===== config.mk =====
export PLATFORM = sky130hd
export DESIGN_NAME = sprite_compositor
export DESIGN_NICKNAME = d
export VERILOG_FILES = /design/src/rtl/sprite_compositor_pkg.sv /design/src/rtl/sprite_compositor_box.sv /design/src/rtl/sprite_compositor.sv
export SDC_FILE = /design/constraint.sdc
export NUM_CORES = 1
export LEC_CHECK = 0
export ABC_AREA = 1
export CAP_MARGIN = 25
export CORE_ASPECT_RATIO = 0.9
export CORE_MARGIN = 2
export CORE_UTILIZATION = 45
export CTS_BUF_LIST = sky130_fd_sc_hd__clkbuf_8
export CTS_CLUSTER_DIAMETER = 100
export DETAILED_ROUTE_END_ITERATION = 10
export PLACE_DENSITY = 0.75
export SLEW_MARGIN = 20
export SYNTH_ARGS = -nofsm -noshare
export SYNTH_HDL_FRONTEND = slang
export SYNTH_SLANG_ARGS = --single-unit

===== constraint.sdc =====
create_clock -name clk -period 1.95 [get_ports clk]
set_input_delay 0.195 -clock clk [delete_from_list [all_inputs] [get_ports clk]]
set_output_delay 0.195 -clock clk [all_outputs]
set_load 0.03 [all_outputs]

===== src/rtl/sprite_compositor_pkg.sv =====
// rtl/sprite_compositor_pkg.sv - shared video geometry and colour-key constants
package sprite_compositor_pkg;
  localparam int VIDEO_WIDTH = 640;
  localparam int VIDEO_HEIGHT = 480;
  localparam int BITS_PER_COLOR = 12;
  localparam int SPRITE_SIZE = 50;
  localparam logic [BITS_PER_COLOR-1:0] TRANSPARENT = 12'h0F0;
endpackage


===== src/rtl/sprite_compositor_box.sv =====
// rtl/sprite_compositor_box.sv - registered point-in-square test for one sprite
module sprite_box_hit
  import sprite_compositor_pkg::*;
#(
  parameter int SIZE = SPRITE_SIZE
) (
  input  logic       clk,
  input  logic       reset,
  input  logic [9:0] x,
  input  logic [8:0] y,
  input  logic [9:0] sx,
  input  logic [8:0] sy,
  output logic       in_box
);
  // Far edges are one bit wider so a sprite near the screen edge clips instead of wrapping.
  logic [10:0] x_end;
  logic [9:0]  y_end;

  assign x_end = {1'b0, sx} + 11'(SIZE);
  assign y_end = {1'b0, sy} + 10'(SIZE);

  always_ff @(posedge clk) begin
    if (reset) begin
      in_box <= 1'b0;
    end else begin
      in_box <= (x >= sx) && ({1'b0, x} < x_end) && (y >= sy) && ({1'b0, y} < y_end);
    end
  end
endmodule


===== src/rtl/sprite_compositor.sv =====
// rtl/sprite_compositor.sv - layers hammer over fruit over background, flags opaque overlap per frame
module sprite_compositor #(
  parameter int          SPRITE_SIZE = sprite_compositor_pkg::SPRITE_SIZE,
  parameter int          LATENCY     = 2,
  parameter logic [11:0] TRANSPARENT = sprite_compositor_pkg::TRANSPARENT
) (
  input  logic        clk,
  input  logic        reset,
  input  logic [9:0]  x,
  input  logic [8:0]  y,
  input  logic        active,
  input  logic [9:0]  fruit_x,
  input  logic [8:0]  fruit_y,
  input  logic [9:0]  hammer_x,
  input  logic [8:0]  hammer_y,
  input  logic [11:0] fruit_color,
  input  logic [11:0] hammer_color,
  input  logic [11:0] bg_color,
  output logic [11:0] color_out,
  output logic        active_out,
  output logic        hit,
  output logic [7:0]  hit_count
);
  import sprite_compositor_pkg::*;

  logic               fruit_box, hammer_box;
  logic               fruit_al, hammer_al;
  logic [LATENCY-1:0] act_sh;
  logic [9:0]         x_sh [LATENCY];
  logic [8:0]         y_sh [LATENCY];
  logic               act_al, fruit_op, hammer_op, overlap_now, frame_end;
  logic               overlap_flag;

  sprite_box_hit #(.SIZE(SPRITE_SIZE)) u_fruit_box (
    .clk(clk), .reset(reset), .x(x), .y(y), .sx(fruit_x), .sy(fruit_y), .in_box(fruit_box)
  );

  sprite_box_hit #(.SIZE(SPRITE_SIZE)) u_hammer_box (
    .clk(clk), .reset(reset), .x(x), .y(y), .sx(hammer_x), .sy(hammer_y), .in_box(hammer_box)
  );

  always_ff @(posedge clk) begin
    if (reset) begin
      act_sh <= '0;
      for (int i = 0; i < LATENCY; i++) begin
        x_sh[i] <= '0;
        y_sh[i] <= '0;
      end
    end else begin
      act_sh[0] <= active;
      x_sh[0]   <= x;
      y_sh[0]   <= y;
      for (int i = 1; i < LATENCY; i++) begin
        act_sh[i] <= act_sh[i-1];
        x_sh[i]   <= x_sh[i-1];
        y_sh[i]   <= y_sh[i-1];
      end
    end
  end

  // The box register is already the first stage, so the flags need one stage fewer.
  if (LATENCY > 1) begin : g_flag_dly
    logic [LATENCY-2:0] fruit_sh, hammer_sh;
    always_ff @(posedge clk) begin
      if (reset) begin
        fruit_sh  <= '0;
        hammer_sh <= '0;
      end else begin
        fruit_sh[0]  <= fruit_box;
        hammer_sh[0] <= hammer_box;
        for (int i = 1; i < LATENCY - 1; i++) begin
          fruit_sh[i]  <= fruit_sh[i-1];
          hammer_sh[i] <= hammer_sh[i-1];
        end
      end
    end
    assign fruit_al  = fruit_sh[LATENCY-2];
    assign hammer_al = hammer_sh[LATENCY-2];
  end else begin : g_flag_direct
    assign fruit_al  = fruit_box;
    assign hammer_al = hammer_box;
  end

  assign act_al      = act_sh[LATENCY-1];
  assign fruit_op    = fruit_al && (fruit_color != TRANSPARENT);
  assign hammer_op   = hammer_al && (hammer_color != TRANSPARENT);
  assign overlap_now = act_al && fruit_op && hammer_op;
  assign frame_end   = act_al && (x_sh[LATENCY-1] == 10'(VIDEO_WIDTH - 1))
                              && (y_sh[LATENCY-1] == 9'(VIDEO_HEIGHT - 1));

  always_ff @(posedge clk) begin
    if (reset) begin
      color_out    <= '0;
      active_out   <= 1'b0;
      hit          <= 1'b0;
      hit_count    <= '0;
      overlap_flag <= 1'b0;
    end else begin
      active_out <= act_al;
      hit        <= 1'b0;
      if (!act_al)        color_out <= '0;
      else if (hammer_op) color_out <= hammer_color;
      else if (fruit_op)  color_out <= fruit_color;
      else                color_out <= bg_color;
      // The last pixel's own overlap still counts toward this frame.
      if (frame_end) begin
        hit          <= overlap_flag || overlap_now;
        overlap_flag <= 1'b0;
        if ((overlap_flag || overlap_now) && (hit_count != 8'hFF))
          hit_count <= hit_count + 8'd1;
      end else if (overlap_now) begin
        overlap_flag <= 1'b1;
      end
    end
  end
endmodule


### After elaboration in Yosys (flattened, before gate mapping)

Memory sizes are Yosys's and may differ from the RTL's.
Cells that the tools add are included.
Widths: inputs -> output; s select.

| cells by class | value |
|---|---|
| equal/unequal tests | 5 |
| order comparisons | 8 |
| add/sub/neg operators | 5 |
| reductions and logical operators | 18 |
| bitwise operators | 6 |
| mux-type cells | 9 |

Operators with widths:

| operator | count |
|---|---|
| $mux 12 | 2 |
| $ne 12x8->1 const B | 2 |
| $add 10x6->11 const B | 2 |
| $lt 10x11->1 | 2 |
| $add 9x6->10 const B | 2 |
| $ge 10x10->1 | 2 |
| $lt 9x10->1 | 2 |
| $mux 10 | 2 |
| $ge 9x9->1 | 2 |
| $mux 9 | 2 |
| $logic_and 1x1->1 | 13 |
| $eq 10x10->1 const B | 1 |
| $eq 9x9->1 const B | 1 |
| $add 8x1->8 const B | 1 |
| $ne 8x8->1 const B | 1 |
| $reduce_or 2->1 | 3 |
| $or 1x1->1 | 4 |
| $mux 1 | 3 |
| $not 1->1 | 2 |
| $reduce_and 2->1 | 1 |
| $logic_or 1x1->1 | 1 |

| word-level totals | value |
|---|---|
| memory bits (writable) | 38 |
| input bits | 96 |
| logic and storage cells | 63 |
| memories kept | 2 |
| register bits | 29 |
| output and inout bits | 22 |

Memories:

| name | depth | bits a word | rd ports | clocked after memory_dff | wr ports | RTL line | text |
|---|---|---|---|---|---|---|---|
| x_sh | 2 | 10 | 2 | 0 | 2 | sprite_compositor.sv:29 | `logic [9:0] x_sh [LATENCY];` |
| y_sh | 2 | 9 | 2 | 0 | 2 | sprite_compositor.sv:30 | `logic [8:0] y_sh [LATENCY];` |

### Logic depth before layout (Yosys ltp)

Gate-level depths: netlist of the first run.

| depth | value |
|---|---|
| depth after elaboration | 7 |
| gate-level depth with buffers | 14 |
| depth with buffers taken out | 14 |

### Cells and area by module

From an unflattened synthesis of the first run, not the netlist that was laid out.

| second synthesis, totals | value |
|---|---|
| cells, all modules | 739 |
| area total of the unflattened synthesis | 5089.9 um2 |

By module, submodules not included:

| module | times used | cells an instance | seq. area each (um2) | area each (um2) |
|---|---|---|---|---|
| sprite_compositor | 1 | 367 | 1301.2 | 2635.0 |
| sprite_box_hit | 2 | 186 | 20.0 | 1227.4 |

### Least setup slack after synthesis of the first run

OpenSTA, ideal clock, no wires.

| timing | value |
|---|---|
| kind | input-to-reg |
| start point | input hammer_y[1] |
| end point | register u_hammer_box.in_box |
| library setup time | 0.064 ns |
| stages | 12 |
| data arrival time | 1.607 ns |
| buffers on the path | 0 |
| setup slack | 0.279 ns |
| required time | 1.886 ns |
| path through | ha_1 -> nand2_1 -> nand2_1 -> o21ai_0 -> xor2_1 -> ha_1 -> a21oi_1 -> nand3b_1 -> nand2_1 -> nor2_1 -> nand2_1 -> nor2_1 |

| between the ends | value |
|---|---|
| cells in the longest elaborated chain, start to end | 3 |

Ends and longest elaborated chain:

| item | RTL line | text |
|---|---|---|
| start, declared | sprite_compositor.sv:15 | `input logic [8:0] hammer_y,` |
| $add 9x6->10 / $ge 9x9->1 (equally long branches) | sprite_compositor_box.sv:20, sprite_compositor_box.sv:26 |  |
| $lt 9x10->1 / $logic_and 1x1->1 (equally long branches) | sprite_compositor_box.sv:26 | `in_box <= (x >= sx) && ({1'b0, x} < x_end) && (y >= sy) && ({1'b0, y} < y_end);` |
| $logic_and 1x1->1 * | sprite_compositor_box.sv:26 |  |
| end signal, assigned | sprite_compositor_box.sv:26 |  |
| end, declared | sprite_compositor_box.sv:13 | `output logic in_box` |

Mark *: on every way between the ends. The rest lies on a longest branch, timed or not.
A chain may end at the register's enable or synchronous reset.

### Final worst setup path of the first run

| timing | value |
|---|---|
| start point | input hammer_y[2] |
| end point | register u_hammer_box.in_box |

Same word-level chain as after synthesis.

==> run metrics, run 1 <==
Min-Delay Startpoint active; PwrDens 526 nW/um2; num rows 35; share of layout cells above drive strength 1 0.0865; Clock Path Buffers 2; DR iter-0 viols 302; worst slew pin tran 0.801 ns; DP HPWL 9680 um; largest net degree at the start of global routing 43; Place WS -0.311 ns; worst setup path category primary input to register; final worst slack 0.0602 ns; worst hold path stage count 3; Avg Cell Area, Syn 7.03 um2; ant diodes 0; synth unique cells 29; P&R area growth vs syn 39.1%; Num CTS Buffers 9; post-synthesis cell count 679; Most used DFF post-synth dfxtp_1; CTS sink count 67; gpl congestion 0.872; H-tree depth 3; RR Endpoint hit_count[7]; die area 11400 um2; Post-synth EDFFs 0; Via Count 4763; routed length per instance 11.8 um; initial antenna violation count 0; number of port buffers 117; Hold Buf Count CTS 0; max frequency 529 MHz; core box area 10300 um2; WHS 0.388 ns; FFs w/ async S/R, synth 0; CP max FO 3; worst skew pair latency 0.33 ns; Setup Viol. Count Final 0; Max Clock Skew 0.0114 ns; fin crit period 1.89 ns; Initial Util 0.464; reg-to-reg startpoint hit_count[0]; Slew HR 0.464; Max IR drop VDD 0.449 mV; vias in the first global route 4610; status finished, final reports clean; IO Pins 118; Placed Cells 957; Total GRT Usage 0.206; CTS root buf clkbuf_8; yosys warns 0; synthesized cell area 4770 um2; Hold Vio Cnt, Final 0; Post-layout nets 1013; final antenna-violating net count 0; synthesized flop and latch total 67; Die Y 102 um; clock transition at the registers of the reported paths 0.06 ns; TNS Setup 0 ns; Max-Cap Viols 0; Seq/Total Area, Yosys 0.281; Pre-Repair DR Iteration Count 4; Reg2Reg Depth 9; RSZ-0062 raised after global routing yes; syn_nets 852; grt ovf 0; Pleak 3.38 nW; # DRC 0; first-pass GRT wire length 19500 um; fin crit share 0.969; fin cells 973; Critical Path Start Type primary input; Final Max Tran Viols 0; Hold/Removal Path Class primary input to register; Die Wd 113 um; CTS tree yes; vias per cell 4.90; Worst Path Required 2.22 ns; Critical Path End Type register; Hold Path Sink act_sh[0]; r2r setup slk 0.39 ns; WL final 11500 um; Pwr Total 3.49 mW; WP data arrival 2.16 ns
logic make-up after synthesis:
group                    Yosys count  synth area share
AND/OR/NAND/NOR                  297             0.272
buffers and inverters            140             0.114
AO/OA/AOI/OAI                     77            0.0931
adder cells (fa/ha/maj)           77             0.202
flip-flops                        67             0.281
XOR/XNOR                          21            0.0385
placed cells by master (no fill, tap or decap), types with 3 or more instances in the layout:
master and instances:
nor2_1 99, nand3b_1 7, o21ai_0 20, o21a_1 5, clkdlybuf4s50_1 113, ha_1 74, xnor2_1 4, dfxtp_1 67
ha_2 3, nor3_1 4, a21oi_1 34, nand2_1 116, dlymetal6s2s_1 4, inv_1 129, clkbuf_8 11, nand4_1 17
buf_4 44, o21bai_1 5, xor2_1 17, nand3_1 43, o211ai_1 8
report_power, final:
group          internal, mW  switching, mW
combinational         0.481          0.459
sequential             1.41         0.0130
clock                 0.642          0.479
total                  2.54          0.951
worst max path at each step:
stage	start	end	depth (start not counted)
after floorplan	hammer_y[1]	u_hammer_box.in_box	12
final	hammer_y[2]	u_hammer_box.in_box	13
after global placement	hammer_y[1]	u_hammer_box.in_box	13
after detailed placement	hammer_x[1]	u_hammer_box.in_box	13
after CTS	hammer_x[1]	u_hammer_box.in_box	13
after global routing	hammer_x[2]	u_hammer_box.in_box	11
registers in the layout, indices dropped and copies added (netlist names), 2 cells and up:
register	flops
y_sh	18
hit_count	8
color_out	12
x_sh	20
act_sh	2
area by class of cell:
type | count | area [um2]
clock inverter | 4 | 42.5
inverter | 127 | 477
multi-input combinational | 472 | 2910
sequential | 67 | 1340
fill | 891 | 3650
timing repair buffer | 163 | 1550
tap | 129 | 161
clock buffer | 11 | 151
synthesized netlist by cell type (all sizes together), types with 6 or more instances:
| cell type | n | area [um2] |
|---|---|---|
| inv | 127 | 477 |
| nand2 | 118 | 450 |
| nor2 | 100 | 378 |
| ha | 77 | 963 |
| dfxtp | 67 | 1340 |
| nand3 | 43 | 215 |
| a21oi | 36 | 180 |
| o21ai | 22 | 110 |
| nand4 | 18 | 119 |
| xor2 | 17 | 149 |
| o211ai | 8 | 60.1 |
| clkbuf | 7 | 26.3 |
| nand3b | 7 | 52.6 |
| nor3 | 7 | 51.3 |
| buf | 6 | 41.3 |
| o21bai | 6 | 56.3 |
critical path, cell delays in order:
cell             delay, ns
clkdlybuf4s50_1       0.44
ha_2                  0.19
nand2_1               0.06
nand2_1               0.07
buf_4                 0.14
xor2_1                0.13
ha_1                  0.34
a21oi_2               0.15
o21a_1                0.16
nor2_1                0.06
nor2_1                0.08
nand2_1               0.05
nor2_1                0.08
per-stage QoR:
step,area [um2],utilization
3_3_place_gp,6390,0.621
5_1_grt,6640,0.645
4_1_cts,6580,0.640
6_report,6640,0.645
3_5_place_dp,6390,0.621
2_1_floorplan,4770,-
per-layer routing:
metal | wire length, um | part of all wire | vias to the layer above | GRT usage
li1 | - | - | 2495 | -
met1 | 5250 | 0.46 | 2111 | 0.248
met2 | 5460 | 0.48 | 138 | 0.372
met3 | 597 | 0.052 | 19 | 0.0437
met4 | 168 | 0.015 | 0 | 0.0600
met5 | 0 | 0 | - | 0
timing repair:
action / 4_1_cts / 5_1_grt
gates resized for setup: 0 / 14
setup endpoints to repair: 0 / 4
buffers inserted: 0 / 1
(Power assumes the default switching activity.)
==> run 2: changes to the inputs <==
--- a/config.mk
+++ b/config.mk
@@ -9,11 +9,12 @@
 export CAP_MARGIN = 25
 export CORE_ASPECT_RATIO = 0.9
 export CORE_MARGIN = 2
-export CORE_UTILIZATION = 45
+export CORE_UTILIZATION = 25
 export CTS_BUF_LIST = sky130_fd_sc_hd__clkbuf_8
 export CTS_CLUSTER_DIAMETER = 100
 export DETAILED_ROUTE_END_ITERATION = 10
-export PLACE_DENSITY = 0.75
+export HOLD_SLACK_MARGIN = 0.03
+export PLACE_DENSITY = 0.47
 export SLEW_MARGIN = 20
 export SYNTH_ARGS = -nofsm -noshare
 export SYNTH_HDL_FRONTEND = slang
==> run 2 against run 1 <==
Utilization is 27 points lower. First-iteration DRC count is 47% lower. Critical path depth did not move. Sequential share of layout area down 0.80 points. Clock skew barely moved. Global-route usage is 8.2 points lower. Routed wire length increased by 6.0%. Total power grew 2.9%. Maximum frequency is 4.1% higher. Final cell count grew 13%. Critical path type unchanged. Critical endpoint unchanged. Largest cell class unchanged. Largest power group unchanged.
==> run metrics, run 2 (synthesis gave the netlist of run 1 again) <==
Critical Path End Type register; gpl congestion 0.811; Clock Path Buffers 2; worst setup path category primary input to register; crit-path max cell delay 0.43 ns; worst hold path stage count 3; Hold Path Sink act_sh[0]; WP data arrival 2.10 ns; Die Wd 150 um; Worst path slowest cell clkdlybuf4s50_1; max FFs per register 20; core box area 18500 um2; commonest non-fill, non-tap cell in the layout inv_1; DR iter-0 viols 160; CTS tree yes; fin cells 1102; first-pass GRT wire length 20100 um; worst slew pin tran 0.898 ns; Hold Vio Cnt, Final 0; CTS root buf clkbuf_8; RR Endpoint color_out[0]; post-layout util 0.373; crit path buf inv count 1; vias per cell 4.13; Initial Util 0.258; Via Count 4552; # DRC 0; Multi-input gate area 2920 um2; FF+latch area 1340 um2; Num CTS Buffers 9; RSZ-0062 raised after global routing no; routed length per instance 11.0 um; Post-layout nets 1025; Hold/Removal Path Class primary input to register; status finished, final reports clean; Hold Buf Count CTS 0; Pleak 3.46 nW; Slew HR 0.399; DP HPWL 10300 um; Min-Delay Startpoint active; r2r setup slk 0.30 ns; fin crit period 1.82 ns; num rows 47; Setup Viol. Count Final 0; P&R area growth vs syn 44.8%; H-tree depth 3; largest net degree at the start of global routing 43; IO Pins 118; PwrDens 520 nW/um2; Max-Cap Viols 0; Pre-Repair DR Iteration Count 4; Max Clock Skew 0.0118 ns; die area 20200 um2; Top Registers x_sh: 20 flops, y_sh: 18 flops, color_out: 12 flops; worst skew pair latency 0.35 ns; final antenna-violating net count 0; clock transition at the registers of the reported paths 0.08 ns; fin crit share 0.931; crit path cell chain clkdlybuf4s50_1 > ha_2 > nand2_1 > nand2_2 > o21ai_2 > xor2_1 > ha_1 > a21oi_1 > nand3b_1 > nand2_1 > nor2_1 > nand2_1 > nor2_1; fillers 2014; Crit path top cell by count nand2_1; Max IR drop VDD 0.241 mV; reg-to-reg startpoint act_sh[1]; setup bufs post-CTS 0; share of layout cells above drive strength 1 0.105; number of port buffers 117; Worst Path Required 2.24 ns; Critical Path Start Type primary input; max frequency 551 MHz; vias in the first global route 4308; Placed Cells 1086; commonest non-fill, non-tap cells in the layout inv_1, nand2_1, clkdlybuf4s50_1; WL final 12200 um; Total GRT Usage 0.124; Largest Register x_sh; Worst path top cell family by delay simple AND/OR/NAND/NOR gates; Die Y 135 um; Final Max Tran Viols 0; CP max FO 2; WP depth 13; Reg2Reg Depth 5; initial antenna violation count 0; ant diodes 0; grt ovf 0; CTS sink count 67
[run 2: cell types whose count changed in the layout (fill, tap and decap cells not counted), moves of 2 or more]
cell | previous run | this run
clkinvlp_4 | 0 | 2
clkdlybuf4s50_1 | 113 | 110
dlymetal6s2s_1 | 4 | 7
buf_4 | 44 | 56
[run 2: worst min-delay path, cell delays in order]
cell	delay, ns
clkdlybuf4s50_1	0.40
inv_1	0.05
nor2_1	0.03
[run 2: layout make-up]
type,instances,share of cell area
Clock buffer,12,0.0239
Clock inverter,4,0.00706
Inverter,127,0.0690
Multi-Input combinational cell,472,0.423
Sequential cell,67,0.194
Tap cell,245,0.0444
Timing Repair Buffer,175,0.239
[run 2: per-layer routing]
layer	routed length, um	GRT usage
met5	0	0
met4	99	0.0189
met3	618	0.0331
met2	5220	0.196
met1	6230	0.172
[run 2: worst max-delay path by stage]
stage / to / slack [ns] / start
3_3_place_gp: u_hammer_box.in_box / -0.32 / hammer_y[2]
4_1_cts: u_hammer_box.in_box / 0.04 / hammer_y[2]
2_1_floorplan: u_hammer_box.in_box / 0.28 / hammer_y[1]
6_report: u_hammer_box.in_box / 0.13 / hammer_y[1]
3_5_place_dp: u_hammer_box.in_box / -0.40 / hammer_y[2]
5_1_grt: u_hammer_box.in_box / 0.02 / hammer_y[1]
[run 2: report_power, final]
group / leakage (nW) / switching, mW / total, mW / internal [mW]
clock: 0.106 / 0.532 / 1.22 / 0.691
combinational: 2.81 / 0.450 / 0.942 / 0.491
sequential: 0.549 / 0.0127 / 1.43 / 1.41
total: 3.46 / 0.995 / 3.59 / 2.60
[run 2: timing repair]
item,in CTS,in global routing
pin swaps,0,1
gates resized for setup,1,18
endpoints found under the setup margin,1,2
[run 2: stage by stage]
step	power (mW)	worst slack (ns)	hold WS, ns	cell area [um2]	setup TNS (ns)
after detailed placement	2.41	-0.395	0.393	6640	-0.659
after CTS	3.66	0.0434	0.335	6860	0
after global placement	2.41	-0.324	0.392	6640	-0.557
final	3.59	0.134	0.351	6910	0
after floorplan	1.94	0.279	0.302	4770	0
after global routing	3.86	0.0186	0.335	6910	0
==> run 3: changes to the inputs <==
==> constraint.sdc (replaced) <==
create_clock -name clk -period 1.8 [get_ports clk]
set_input_delay 0.18 -clock clk [delete_from_list [all_inputs] [get_ports clk]]
set_output_delay 0.18 -clock clk [all_outputs]
set_load 0.03 [all_outputs]
==> run 3 against run 2 <==
Sequential power up 8%. Routed wire length up 2.0%. Largest cell class unchanged. Count of clock-buffer cells in the layout decreased by 3. Via count increased by 1.3%. Hold slack lost 0.012 ns. Final area rose by 2.3%. Die area unchanged. Clock skew is 0.0026 ns lower. First-iteration DRC count decreased by 6.9%. Non-clock buffer count rose by 16. Critical path type is now register to primary output. Critical endpoint is now hit_count[2]. Highest routed layer unchanged.
==> run metrics, run 3 (synthesis gave the netlist of run 1 again) <==
share of layout cells above drive strength 1 0.134; Pleak 3.59 nW; Die Y 135 um; largest net degree at the start of global routing 43; grt ovf 0; WP data arrival 1.50 ns; worst setup path category register to primary output; Num CTS Buffers 9; Top Registers x_sh: 20 flops, y_sh: 18 flops, color_out: 12 flops; max FFs per register 20; Worst Path Required 1.62 ns; Hold Vio Cnt, Final 0; Largest Register x_sh; worst slew pin tran 0.781 ns; DR iter-0 viols 149; CTS tree yes; Max Clock Skew 0.00923 ns; worst skew pair latency 0.36 ns; H-tree depth 3; vias per cell 4.12; Critical Path End Type primary output; Total GRT Usage 0.126; clock transition at the registers of the reported paths 0.08 ns; Slew HR 0.477; core box area 18500 um2; WL final 12400 um; Clock Path Buffers 2; crit-path max cell delay 0.71 ns; Worst path slowest cell clkdlybuf4s50_1; gpl congestion 0.811; final antenna-violating net count 0; CTS sink count 67; Pwr Total 3.89 mW; Via Count 4609; Post-layout nets 1041; max frequency 595 MHz; fin cells 1118; Max-Cap Viols 0; num rows 47; P&R area growth vs syn 48.1%; RSZ-0062 raised after global routing no; fin crit share 0.934; Worst path top cell family by delay buffers and inverters; die area 20200 um2; routed length per instance 11.1 um; Placed Cells 1100; DP HPWL 10400 um; commonest non-fill, non-tap cells in the layout inv_1, nand2_1, clkdlybuf4s50_1; Setup Viol. Count Final 0; initial antenna violation count 0; Max IR drop VDD 0.245 mV; commonest non-fill, non-tap cell in the layout inv_1; status finished, final reports clean; first-pass GRT wire length 20400 um; fin crit period 1.68 ns; fillers 1969; IO Pins 118; CP max FO 5; Hold/Removal Path Class primary input to register; # DRC 0; crit path buf inv count 1; Final Max Tran Viols 0; vias in the first global route 4315; crit path cell chain clkdlybuf4s50_1; PwrDens 550 nW/um2; Pre-Repair DR Iteration Count 4; Die Wd 150 um; number of port buffers 117; Critical Path Start Type register; Initial Util 0.258; ant diodes 0; CTS root buf clkbuf_8
[run 3: cell types whose count changed in the layout (fill, tap and decap cells not counted), sizes merged]
cell	change
inv	+1
dlymetal6s2s	+5
clkdlybuf4s50	-5
buf	+16
clkbuf	-3
clkinv	+4
clkinvlp	-2
[run 3: per-stage QoR]
step	TNS [ns]	utilization	hold WS [ns]	area [um2]	setup WS, ns
floorplan	0	-	0.287	4770	0.144
global placement	-1.20	0.364	0.391	6750	-0.488
detailed placement	-0.982	0.364	0.392	6750	-0.526
CTS	0	0.375	0.311	6950	0.00465
global route	0	0.382	0.325	7070	0.0134
finish	0	0.382	0.339	7070	0.120
[run 3: final timing paths]
| kind | from | endpoint | slack [ns] | depth (start not counted) |
|---|---|---|---|---|
| min | active | act_sh[0] | 0.34 | 3 |
| max reg2reg | x_sh[0][19] | hit_count[3] | 0.23 | 9 |
| max | hit_count[2] | hit_count[2] | 0.12 | 1 |
| min reg2reg | x_sh[0][1] | x_sh[0][11] | 0.40 | 2 |
[run 3: repair_timing]
action	in CTS	in global routing
resized for setup	3	32
hold buffers	0	0
setup buffers	0	2
endpoints found under the setup margin	1	2
pin swaps	0	11
[run 3: power breakdown]
| group | internal, mW | switching, mW | leakage, nW | total (mW) |
|---|---|---|---|---|
| clock network | 0.648 | 0.630 | 0.104 | 1.28 |
| logic | 0.558 | 0.507 | 2.94 | 1.06 |
| registers | 1.53 | 0.0136 | 0.549 | 1.55 |
| total | 2.74 | 1.15 | 3.59 | 3.89 |
[run 3: cell type report]
| type | count | area, um2 | share of cell area |
|---|---|---|---|
| multi-input combinational | 472 | 2960 | 0.419 |
| clock buffer | 9 | 124 | 0.0175 |
| inverter | 127 | 477 | 0.0674 |
| tap | 245 | 307 | 0.0434 |
| clock inverter | 7 | 75.1 | 0.0106 |
| sequential | 67 | 1340 | 0.190 |
| timing repair buffer | 191 | 1780 | 0.252 |
[run 3: per-layer routing]
metal / track usage / part of all wire / vias up
met2: 0.192 / 0.41 / 98
met1: 0.180 / 0.53 / 1951
met4: 0.0236 / 0.0075 / 0
met3: 0.0334 / 0.049 / 9
met5: 0 / 0 / -
li1: - / - / 2551
